**config.mk**
```make
export PLATFORM = sky130hd
export DESIGN_NAME = kernel_seq_ctrl
export DESIGN_NICKNAME = d
export VERILOG_FILES = /design/src/rtl/kernel_seq_ctrl.sv
export SDC_FILE = /design/constraint.sdc
export NUM_CORES = 1
export LEC_CHECK = 0
export ABC_AREA = 1
export BUFFER_PORTS_ARGS = -buffer_cell sky130_fd_sc_hd__buf_2
export CORE_MARGIN = 2
export CORE_UTILIZATION = 50
export CTS_BUF_LIST = sky130_fd_sc_hd__clkbuf_2
export CTS_CLUSTER_SIZE = 28
export DETAILED_ROUTE_END_ITERATION = 10
export PLACE_DENSITY = 0.73
export SLEW_MARGIN = 25
export SYNTH_ARGS = -nofsm -noshare
export SYNTH_HDL_FRONTEND = slang
export SYNTH_SLANG_ARGS = --single-unit
```
**constraint.sdc**
```tcl
create_clock -name clk -period 1.7 [get_ports clk]
set_input_delay 0.34 -clock clk [delete_from_list [all_inputs] [get_ports clk]]
set_output_delay 0.34 -clock clk [all_outputs]
set_load 0.02 [all_outputs]
```
**src/rtl/kernel_seq_ctrl.sv**
```systemverilog
// kernel_seq_ctrl: dtype-stream sequencer for the kernel row buffers.
// In: clk, resetb, dvi, dtypei, enable_req.
// Out: col_addr, rowbuf_we, wr_sel, valid_row, valid_col, kern_dv,
// enable_active, overflow_err, protocol_err.
`ifndef DTYPE_WIDTH
`define DTYPE_WIDTH 4
`endif
`ifndef DTYPE_FRAME_START
`define DTYPE_FRAME_START 4'h1
`endif
`ifndef DTYPE_FRAME_END
`define DTYPE_FRAME_END 4'h2
`endif
`ifndef DTYPE_ROW_START
`define DTYPE_ROW_START 4'h3
`endif
`ifndef DTYPE_ROW_END
`define DTYPE_ROW_END 4'h4
`endif
`ifndef DTYPE_PIXEL_MASK
`define DTYPE_PIXEL_MASK 4'h8
`endif

module kernel_seq_ctrl #(
  parameter int KERNEL_SIZE    = 3,
  parameter int MAX_COLS       = 1288,
  parameter int NUM_COLS_WIDTH = 11,
  parameter int SEL_WIDTH      = 2
) (
  input  logic                      clk,
  input  logic                      resetb,
  input  logic                      dvi,
  input  logic [`DTYPE_WIDTH-1:0]   dtypei,
  input  logic                      enable_req,
  output logic [NUM_COLS_WIDTH-1:0] col_addr,
  output logic                      rowbuf_we,
  output logic [SEL_WIDTH-1:0]      wr_sel,
  output logic                      valid_row,
  output logic                      valid_col,
  output logic                      kern_dv,
  output logic                      enable_active,
  output logic                      overflow_err,
  output logic                      protocol_err
);

  localparam logic [1:0] S_IDLE  = 2'd0;
  localparam logic [1:0] S_FRAME = 2'd1;
  localparam logic [1:0] S_ROW   = 2'd2;

  localparam int RSW = $clog2(KERNEL_SIZE) + 1;
  localparam logic [RSW-1:0] ROWS_MAX =
    RSW'(KERNEL_SIZE - 1);
  localparam logic [NUM_COLS_WIDTH-1:0] COL_MAX =
    NUM_COLS_WIDTH'(MAX_COLS);
  localparam logic [NUM_COLS_WIDTH-1:0] COL_BORDER =
    NUM_COLS_WIDTH'(KERNEL_SIZE - 1);
  localparam logic [SEL_WIDTH-1:0] SEL_LAST =
    SEL_WIDTH'(KERNEL_SIZE - 2);

  logic [1:0]     state;
  logic [RSW-1:0] rows_seen;
  logic           is_fs;
  logic           is_fe;
  logic           is_rs;
  logic           is_re;
  logic           is_pix;
  logic           in_row;
  logic           col_ok;

  assign is_pix = |(dtypei & `DTYPE_PIXEL_MASK);
  assign is_fs  = dtypei == `DTYPE_FRAME_START;
  assign is_fe  = dtypei == `DTYPE_FRAME_END;
  assign is_rs  = dtypei == `DTYPE_ROW_START;
  assign is_re  = dtypei == `DTYPE_ROW_END;
  assign in_row = state == S_ROW;
  assign col_ok = col_addr < COL_MAX;

  assign valid_row = rows_seen >= ROWS_MAX;
  assign valid_col = col_addr >= COL_BORDER;

  // Write lands at col_addr in the buffer picked by wr_sel;
  // the same address reads the older rows for the window.
  assign rowbuf_we = dvi & enable_active & in_row
                   & is_pix & col_ok;

  always_ff @(posedge clk or negedge resetb) begin
    if (!resetb) begin
      state         <= S_IDLE;
      col_addr      <= '0;
      wr_sel        <= '0;
      rows_seen     <= '0;
      kern_dv       <= 1'b0;
      enable_active <= 1'b0;
      overflow_err  <= 1'b0;
      protocol_err  <= 1'b0;
    end else begin
      kern_dv <= 1'b0;
      if (dvi) begin
        unique case (1'b1)
          is_fs: begin
            state         <= S_FRAME;
            rows_seen     <= '0;
            wr_sel        <= '0;
            enable_active <= enable_req;
            overflow_err  <= 1'b0;
            protocol_err  <= 1'b0;
            kern_dv       <= 1'b1;
            // Pass-through frames keep the address parked at 0.
            if (!enable_req) col_addr <= '0;
          end
          is_rs: begin
            state    <= S_ROW;
            col_addr <= '0;
            if (state == S_FRAME) begin
              kern_dv <= valid_row | ~enable_active;
            end else begin
              protocol_err <= 1'b1;
              kern_dv      <= ~enable_active;
            end
          end
          is_pix: begin
            if (!in_row) begin
              protocol_err <= 1'b1;
              kern_dv      <= ~enable_active;
            end else if (!enable_active) begin
              kern_dv <= 1'b1;
            end else if (col_ok) begin
              col_addr <= col_addr + 1'b1;
              kern_dv  <= valid_row & valid_col;
            end else begin
              overflow_err <= 1'b1;
            end
          end
          is_re: begin
            if (in_row) begin
              state   <= S_FRAME;
              kern_dv <= valid_row | ~enable_active;
              if (enable_active) begin
                if (!valid_row) rows_seen <= rows_seen + 1'b1;
                // Oldest buffer advances: pointer rotation.
                wr_sel <= (wr_sel == SEL_LAST) ? '0
                        : wr_sel + 1'b1;
              end
            end else begin
              protocol_err <= 1'b1;
              kern_dv      <= ~enable_active;
            end
          end
          is_fe: begin
            state   <= S_IDLE;
            kern_dv <= 1'b1;
          end
          default: kern_dv <= 1'b1;
        endcase
      end
    end
  end

endmodule

```
==> results by group <==
Global route
  • Overflow after GRT: 0
  • GRT Overall Usage: 0.2201
  • First-pass GRT wire length: 5713 um
  • Initial antenna violation count: 0
  • Number of global-route vias before repair: 1,283
  • Pin count of the biggest net entering global routing: 23

STA
  • Final Cycle Share: 1.122
  • Tightest Pin Transition: 0.4896 ns
  • RSZ-0062 raised after global routing: true
  • Worst setup margin: -0.2082 ns
  • Setup_tns: -0.3616 ns
  • Final hold viol count: 0
  • Hold_ws: 0.2971 ns
  • Setup Viol. Count Final: 2
  • Slew Viols, Final: 0
  • Clock Skew: 0.02335 ns
  • Peak Freq: 524.1 MHz
  • Min cycle time layout: 1.908 ns
  • Rel. slew slack: 0.6736

Logic synthesis
  • Synth Area in Compound Gates: 0.09491
  • Mapped Area: 0.001450 mm^2
  • Synth area leaders: dfrtp_1 38%, nand2_1 15%, nor2_1 7.5%
  • Mux contribution to synthesized area: 0
  • Netlist cell types: 25
  • Syn Area/Cell: 7.251 um^2
  • Prevailing post-synth register cell: dfrtp_1
  • Adder-cell share of the synthesized area: 0.02588
  • Largest family of logic cells by synthesized area: simple AND/OR/NAND/NOR gates
  • Area leader, netlist: dfrtp_1
  • Most frequent cell after synthesis: nand2_1
  • Post-synth top area share: 0.3796
  • Synth warn: 0
  • Post-synth EDFFs: 0
  • Cells after synthesis: 200
  • Simple-gate area share of the yosys netlist: 0.3952
  • Synth async-reset ratio: 1.000
  • Most frequent cells after synthesis: 58 x nand2_1, 29 x nor2_1, 22 x dfrtp_1
  • Sequential area share after synthesis: 0.3796
  • Number of synthesized register bits: 22
  • Synth Area in XOR/XNOR: 0.04228
  • Syn nets: 211

Worst setup path
  • Worst EP required: 1.36 ns
  • R2R depth: 10
  • CP cell instances: inv_1 > nand3_1 > a21oi_2 > nand2_2 > nor2_4 > buf_6
  • Max stage delay on crit path: 0.45 ns
  • Buffers & Inverters on Critical Path: 2
  • Crit path kind: flip-flop to primary output
  • CP max FO: 3
  • CP Launch Type: flip-flop
  • FF-to-FF setup slack: 0.16 ns
  • Worst Path Arrival: 1.57 ns
  • Worst R2R Start: col_addr[9]
  • Setup crit end kind: primary output
  • RR Endpoint: col_addr[3]
  • Top delay family on crit path: flip-flops
  • Slowest stage cell on the critical path: dfrtp_1

Worst hold path
  • Hold EP: kern_dv
  • HP Start: dtypei[3]
  • Hold depth: 3
  • Tightest Hold Check Type: input pin to flip-flop

Final layout
  • Area Overhead vs Synth: 27.01%
  • Finished Layout Cells: 283
  • Fillers: 243
  • Final nets: 264
  • Ant diodes: 0
  • Layout cells sized above 1: 0.2976
  • Post-route core utilization: 0.6679

Pwr
  • Switching part of the total power: 0.3692
  • Power share of the sequential group: 0.506
  • Max IR drop VDD: 423.3 uV
  • Clock power share: 0.188
  • Leakage: 0.9288 nW
  • Switching pwr: 439.3 uW
  • Comb pwr share: 0.307
  • Int Power: 750.5 uW
  • Pwr Density: 646.0 mW/mm^2

Placed design
  • HPWL Detailed: 2456 um
  • IO buf count: 27
  • Pre-CTS worst setup slack: 0.07585 ns
  • Placed cell count: 271
  • GPL Wtd Cong: 0.9097

Drt
  • Drt wl/cell: 12.10 um
  • Drt first pass iters: 4
  • Post-route ant nets: 0
  • WL final: 3424 um
  • Vias: 1,432
  • Via density: 5.060
  • Starting DRT DRC Count: 105
  • Number of remaining DRC errors: 0

Clock tree
  • CTS Buffer Depth: 2
  • TritonCTS Buffers: 3
  • TritonCTS clock tree: done
  • Clock latency on the worst-skew pair: 0.35 ns
  • H-tree Lvls: 1
  • # clock sinks: 22
  • CTS Root Cell: clkbuf_2
  • Clock-pin slew on the worst setup and hold paths: 0.24 ns

Floorplan
  • Row count: 19
  • DIE AREA: 0.003347 mm^2
  • Initial Utilization: 0.5259
  • # IOs: 28
  • Die Width: 57.86 um
  • Die height: 57.86 um
  • Core ar.: 0.002758 mm^2

Run status
  • Failing checks: negative setup slack
  • Status: complete, but fails checks

Run
  • Max Cap Violations: 0
layer usage:
metal	track usage	vias up	part of all wire
li1	-	751	-
met3	0.02902	2	0.049
met2	0.3295	37	0.45
met5	0	-	0
met4	0.06645	0	0.0050
met1	0.3324	642	0.50
layout by cell type (no fill, tap or decap):
cell and instances:
a21boi_0 1, a21oi_1 8, a21oi_2 1, a21oi_4 1
buf_2 25, buf_4 22, buf_6 2, clkbuf_2 3
clkinv_1 1, dfrtp_1 22, dlygate4sd3_1 1, ha_1 2
ha_2 1, inv_1 17, inv_2 3, nand2_1 57
nand2_2 3, nand3_1 11, nand3_2 4, nand3_4 1
nand3b_1 1, nand4_1 9, nor2_1 26, nor2_2 2
nor2_4 4, nor3_1 1, nor3_2 1, nor3b_1 1
o21ai_0 11, o21ai_1 1, o21ai_2 1, or2_2 1
xnor2_1 1, xor2_1 6
power by group through the flow:
stage	Sequential [mW]	Combinational, mW	Clock (mW)
floorplan	0.667	0.146	0
global placement	0.610	0.346	0
detailed placement	0.611	0.348	0
CTS	0.601	0.356	0.232
global route	0.607	0.403	0.249
finish	0.602	0.365	0.223
cell type report:
cell class | instances | area [um^2] | area share
multi-input cells | 156 | 835.8 | 0.4538
inverters | 20 | 75.07 | 0.04076
clock inverters | 1 | 3.754 | 0.002038
clock buffers | 3 | 15.01 | 0.008152
repair buffers | 50 | 322.8 | 0.1753
well taps | 31 | 38.79 | 0.02106
flip-flops and latches | 22 | 550.5 | 0.2989
worst reg2reg max path, delay by kind of cell, from the launching register on:
family / cells / cell delay, ns
and+or+nand+nor: 5 / 0.45
DFF: 1 / 0.43
buffers and inverters: 3 / 0.42
AOI/OAI and AO/OA: 2 / 0.17
through the flow:
stage / power (mW) / instance area [um^2]
floorplan: 0.8130 / 1450
global placement: 0.9562 / 1722
detailed placement: 0.9592 / 1722
CTS: 1.189 / 1795
global route: 1.258 / 1842
finish: 1.190 / 1842
registers in the layout, summed over array words and instances (netlist names):
register,count
col_addr,11
rows_seen,3
state,2
wr_sel,2
enable_active,1
kern_dv,1
overflow_err,1
protocol_err,1
cell families after synthesis:
| kind of cell | Yosys count |
|---|---|
| AND/OR/NAND/NOR | 122 |
| AO/OA/AOI/OAI | 24 |
| buffers and inverters | 22 |
| XOR/XNOR | 7 |
| flip-flops | 22 |
| adder cells (fa/ha/maj) | 3 |
what timing repair did:
item | CTS | global route
gates resized for setup | 5 | 9
pin swaps | 2 | 4
endpoints found under the setup margin | 3 | 5
buffers inserted | 4 | 3
endpoints found under the hold margin | 22 | 0
hold buffers | 1 | 0
worst max-delay path by stage:
| stage | cells past startpoint | slack, ns | startpoint | endpoint |
|---|---|---|---|---|
| detailed placement | 6 | 0.08 | col_addr[6] | rowbuf_we |
| floorplan | 6 | 0.06 | col_addr[7] | rowbuf_we |
| CTS | 6 | -0.24 | col_addr[6] | rowbuf_we |
| global route | 6 | -0.29 | col_addr[3] | rowbuf_we |
| finish | 6 | -0.21 | col_addr[3] | rowbuf_we |
| global placement | 6 | 0.1 | col_addr[6] | rowbuf_we |
Note: power is estimated with default switching activity, not from simulation.
